### src/rtl/core_pkg.sv
// Shared definitions for the RV32 multi-cycle sequencer and control decoder.
package core_pkg;

    typedef enum logic [2:0] {
        S_IDLE   = 3'd0,
        S_FETCH  = 3'd1,
        S_DECODE = 3'd2,
        S_EXEC   = 3'd3,
        S_MEM    = 3'd4,
        S_WB     = 3'd5,
        S_TRAP   = 3'd6
    } state_e;

    localparam logic [1:0] PC_PLUS4  = 2'b00;
    localparam logic [1:0] PC_BRANCH = 2'b01;
    localparam logic [1:0] PC_JUMP   = 2'b10;
    localparam logic [1:0] PC_TRAP   = 2'b11;

    localparam logic [6:0] OP_OP     = 7'b0110011;
    localparam logic [6:0] OP_IMM    = 7'b0010011;
    localparam logic [6:0] OP_LOAD   = 7'b0000011;
    localparam logic [6:0] OP_STORE  = 7'b0100011;
    localparam logic [6:0] OP_BRANCH = 7'b1100011;
    localparam logic [6:0] OP_JAL    = 7'b1101111;
    localparam logic [6:0] OP_JALR   = 7'b1100111;

    function automatic logic is_legal(input logic [6:0] op);
        return (op == OP_OP)     || (op == OP_IMM)    ||
               (op == OP_LOAD)   || (op == OP_STORE)  ||
               (op == OP_BRANCH) || (op == OP_JAL)    ||
               (op == OP_JALR);
    endfunction

endpackage

### src/rtl/perf_counters.sv
// Free-running cycle counter and retired-instruction counter.
module perf_counters
    import core_pkg::*;
#(
    parameter logic [31:0] CYCLE_RST   = 32'd0,
    parameter logic [31:0] INSTRET_RST = 32'd0
) (
    input  logic        clk,
    input  logic        rst,
    input  logic        retire,
    output logic [31:0] cycle_cnt,
    output logic [31:0] instret_cnt
);

    logic [31:0] cycle_q, cycle_d;
    logic [31:0] instret_q, instret_d;

    // Both counters wrap naturally at 32 bits.
    assign cycle_d   = cycle_q + 32'd1;
    assign instret_d = retire ? instret_q + 32'd1 : instret_q;

    always_ff @(posedge clk) begin
        if (rst) begin
            cycle_q   <= CYCLE_RST;
            instret_q <= INSTRET_RST;
        end else begin
            cycle_q   <= cycle_d;
            instret_q <= instret_d;
        end
    end

    assign cycle_cnt   = cycle_q;
    assign instret_cnt = instret_q;

endmodule

### src/rtl/core_sequencer.sv
// Multi-cycle fetch/decode/exec/mem/wb sequencer owning the shared memory port.
module core_sequencer
    import core_pkg::*;
#(
    parameter bit TRAP_ON_ILLEGAL = 1'b1
) (
    input  logic        clk,
    input  logic        rst,
    input  logic        run,
    input  logic [6:0]  opcode,
    input  logic        reg_write,
    input  logic        mem_read,
    input  logic        mem_write,
    input  logic        branch,
    input  logic        jump,
    input  logic        branch_taken,
    input  logic        mem_ready,
    output logic        mem_req,
    output logic        mem_we,
    output logic        addr_sel,
    output logic        ir_load,
    output logic        pc_write,
    output logic [1:0]  pc_sel,
    output logic        rf_we,
    output logic        wb_sel,
    output logic        trap,
    output logic        busy,
    output logic [31:0] cycle_cnt,
    output logic [31:0] instret_cnt
);

    state_e state_q, state_d;
    logic   retire;

    always_ff @(posedge clk) begin
        if (rst) begin
            state_q <= S_IDLE;
        end else begin
            state_q <= state_d;
        end
    end

    always_comb begin
        state_d  = state_q;
        mem_req  = 1'b0;
        mem_we   = 1'b0;
        addr_sel = 1'b0;
        ir_load  = 1'b0;
        pc_write = 1'b0;
        pc_sel   = PC_PLUS4;
        rf_we    = 1'b0;
        wb_sel   = 1'b0;
        trap     = 1'b0;
        retire   = 1'b0;
        case (state_q)
            S_IDLE: begin
                if (run) state_d = S_FETCH;
            end
            S_FETCH: begin
                mem_req = 1'b1;
                if (mem_ready) begin
                    ir_load  = 1'b1;
                    pc_write = 1'b1;
                    state_d  = S_DECODE;
                end
            end
            S_DECODE: begin
                if (is_legal(opcode)) begin
                    state_d = S_EXEC;
                end else if (TRAP_ON_ILLEGAL) begin
                    state_d = S_TRAP;
                end else begin
                    retire = 1'b1;
                end
            end
            S_EXEC: begin
                if (branch) begin
                    pc_write = branch_taken;
                    pc_sel   = PC_BRANCH;
                    retire   = 1'b1;
                end else if (jump) begin
                    pc_write = 1'b1;
                    pc_sel   = PC_JUMP;
                    state_d  = S_WB;
                end else if (mem_read || mem_write) begin
                    state_d = S_MEM;
                end else begin
                    state_d = S_WB;
                end
            end
            S_MEM: begin
                mem_req  = 1'b1;
                addr_sel = 1'b1;
                mem_we   = mem_write;
                if (mem_ready) begin
                    if (mem_read) state_d = S_WB;
                    else          retire  = 1'b1;
                end
            end
            S_WB: begin
                rf_we  = reg_write;
                wb_sel = jump;
                retire = 1'b1;
            end
            S_TRAP: begin
                trap     = 1'b1;
                pc_write = 1'b1;
                pc_sel   = PC_TRAP;
                state_d  = run ? S_FETCH : S_IDLE;
            end
            default: state_d = S_IDLE;
        endcase
        // run only matters at instruction boundaries
        if (retire) state_d = run ? S_FETCH : S_IDLE;
    end

    assign busy = (state_q != S_IDLE);

    perf_counters u_perf (
        .clk         (clk),
        .rst         (rst),
        .retire      (retire),
        .cycle_cnt   (cycle_cnt),
        .instret_cnt (instret_cnt)
    );

endmodule

### config.mk
export PLATFORM = sky130hd
export DESIGN_NAME = core_sequencer
export DESIGN_NICKNAME = d
export VERILOG_FILES = /design/src/rtl/core_pkg.sv /design/src/rtl/perf_counters.sv /design/src/rtl/core_sequencer.sv
export SDC_FILE = /design/constraint.sdc
export NUM_CORES = 1
export LEC_CHECK = 0
export ABC_CLOCK_PERIOD_IN_PS = 4050
export CAP_MARGIN = 40
export CORE_MARGIN = 4
export CORE_UTILIZATION = 52
export CTS_CLUSTER_DIAMETER = 60
export DETAILED_ROUTE_END_ITERATION = 10
export PLACE_DENSITY = 0.9
export REMOVE_ABC_BUFFERS = 1
export SLEW_MARGIN = 20
export SYNTH_ARGS = -nofsm -noshare
export SYNTH_HDL_FRONTEND = slang
export SYNTH_SLANG_ARGS = --single-unit
export TNS_END_PERCENT = 50
### constraint.sdc
create_clock -name clk -period 4.05 [get_ports clk]
set_input_delay 0.6075 -clock clk [delete_from_list [all_inputs] [get_ports clk]]
set_output_delay 0.6075 -clock clk [all_outputs]
set_load 0.01 [all_outputs]
==> flow_metrics.tcl <==
set metrics [dict create \
    run_status "finished clean" \
    avgSynthCellArea_sq_um 8.34 \
    final_cells 563 \
    routed_via_density 5.77 \
    reg2reg_from "state_q[0]" \
    grt_pass1_vias 3037 \
    cts_tree "done" \
    ir_drop_mv 0.232 \
    diodes 0 \
    io_pins 92 \
    grt_pass1_wl_mm 14.3 \
    antenna_found_initial 0 \
    synth_warnings 0 \
    setup_tns_ns 0 \
    cp-start-kind "flop" \
    io_buffers 91 \
    grt-ovfl-total 0 \
    vias 3250 \
    grt_max_degree 47 \
    postRouteAntennaNets 0 \
    drive_above_1_share 0.0471 \
    dp_hpwl_mm 5.97 \
    critPathCaptureType "primary output" \
    cap_violations 0 \
    fin_crit_ns 2.72 \
    area_growth_pct 34.4 \
    maxSlewHeadroom 0.470 \
    power_frac_seq 0.519 \
    p_sw_uw 348 \
    clockBufferDepth 2 \
    p_int_uw 1000 \
    place_inst 547 \
    required_ns 3.44 \
    synth_cell_type_count 43 \
    synthArstFlopShare 0 \
    ys_seq_area_frac 0.407 \
    post_dp_cell_area_sq_um 4250 \
    worstMarginPinSlew_ns 0.793 \
    initial_utilization 0.547 \
    fin_util 0.735 \
    hold_class "reg2reg" \
    routed_wirelength_mm 8.38 \
    switching_share 0.258 \
    power_leakage_uw 0.00149 \
    synth_cells 395 \
    postCtsSetupRepairBufs 0 \
    fin_crit_sh 0.673 \
    maxSlewViolCount 0 \
    synth-seq-cells 67 \
    htreeDepth 3 \
    pwr-share-clk 0.343 \
    fp.dieH_microns 87.6 \
    crit_path_start "state_q[0]" \
    post_cts_resized 0 \
    nNetsFinal 503 \
    crit_type "reg2out" \
    finClkSkew_ns 0.00833 \
    yosysTopAreaCell "dfxtp_1" \
    yosys-top-cells-area "dfxtp_1, nor2_1, xor2_1" \
    first_pass_iters 5 \
    wire_per_inst_microns 14.9 \
    powerDensity_nw_per_um2 305 \
    die_x_microns 87.6 \
    initialDrtViolationCount 150 \
    postLayoutCellArea_sq_um 4430 \
    rsz0062_at_grt "false" \
    hold_buffers 0 \
    synthesis.area_sq_um 3300 \
    synth_edf_count 0 \
    hold_viol_final 0 \
    clock-sinks 67 \
    layout_setup_ws_ns 1.33 \
    setup_viol 0 \
    synthTopCellsByCount "dfxtp_1, nor2_1, nand3_1" \
    die_area_sq_um 7680 \
    numCtsBuffers 9 \
    crit_fanout 15 \
    max_freq_mhz 367 \
    path_clk_slew_ns 0.07 \
    clock_latency_ns 0.33 \
    synth_flop_cell "dfxtp_1" \
    place.gp.congestion 0.879 \
    rows 28 \
    dp_worst_setup_slack_ns 1.25 \
    min-delay-start "u_perf.cycle_cnt[0]" \
    synthDominantCellAreaShare 0.407 \
    pwr-share-comb 0.137 \
    grt_usage 0.228 \
    coreArea_sq_um 6030 \
    synth.most_common_cell "dfxtp_1" \
    cp.arrival_ns 2.12 \
    cts_root_buf "clkbuf_8" \
    drcViolationCount 0 \
]
kinds of logic (layout without fill, tap and decap cells):
logic type | after synthesis | count (layout) | synth area share
flops | 67 | 67 | 0.407
buf+inv | 24 | 117 | 0.0281
xor+xnor | 45 | 45 | 0.120
compound gates | 72 | 72 | 0.136
fa+ha+maj | 2 | 2 | 0.00759
simple gates | 185 | 185 | 0.301
power by group through the flow:
stage | clock network, uW | logic, uW | registers, uW
finish | 464 | 185 | 702
CTS | 472 | 183 | 701
detailed placement | 0 | 183 | 716
global route | 504 | 204 | 706
floorplan | 0 | 94.2 | 709
global placement | 0 | 181 | 715
per-layer routing:
| metal | wire [microns] | global-route usage | up-vias |
|---|---|---|---|
| li1 | - | - | 1593 |
| met1 | 3610 | 0.294 | 1550 |
| met2 | 4250 | 0.386 | 103 |
| met3 | 449 | 0.0536 | 4 |
| met4 | 61 | 0.0572 | 0 |
| met5 | 0 | 0 | - |
area by class of cell:
cell class	instances	area [sq um]
Multi-Input combinational cell	304	1860
Clock buffer	12	145
Clock inverter	3	15.0
Inverter	8	30.0
Sequential cell	67	1340
Fill cell	470	1600
Tap cell	75	93.8
Timing Repair Buffer	94	941
critical path, stage by stage (launching register included):
cell	delay (ns)
dfxtp_1	0.60
nand2b_1	0.19
nor3b_1	0.24
o21a_1	0.15
a21o_1	0.08
clkdlybuf4s50_1	0.52
cells in the final DEF, fill, tap and decap left out, types with 3 or more instances in the layout:
cell	netlist	layout
and2_1	4	4
xor2_1	24	24
and4_1	7	7
a211oi_1	8	8
nand2b_1	4	4
xnor2_1	21	21
a21oi_1	25	25
clkinv_2	0	3
inv_1	8	8
nor3_1	6	6
a2111oi_0	6	6
nand3_1	33	33
nand2_1	21	21
o2111ai_1	3	3
nor2_1	56	56
or3_1	14	14
clkdlybuf4s50_1	0	90
nand4_1	13	13
o21ai_0	17	17
clkbuf_8	0	10
and3_1	9	9
dfxtp_1	67	67
nor2b_1	7	7
registers in the layout, indices dropped and copies added, names as in the netlist:
signal / flops
u_perf.cycle_cnt: 32
state_q: 3
u_perf.instret_cnt: 32
worst paths after layout:
path | cells after the start | end | slack [ns]
min reg2reg | 1 | u_perf.cycle_cnt[0] | 0.48
max | 5 | pc_write | 1.33
min | 1 | u_perf.cycle_cnt[0] | 0.48
max reg2reg | 5 | u_perf.instret_cnt[17] | 1.63
metrics by stage:
stage	hold WS, ns	total power [uW]
floorplan	0.480	804
global placement	0.462	896
detailed placement	0.470	899
CTS	0.486	1360
global route	0.497	1410
finish	0.479	1350
Power figures use the tool's default switching activity.
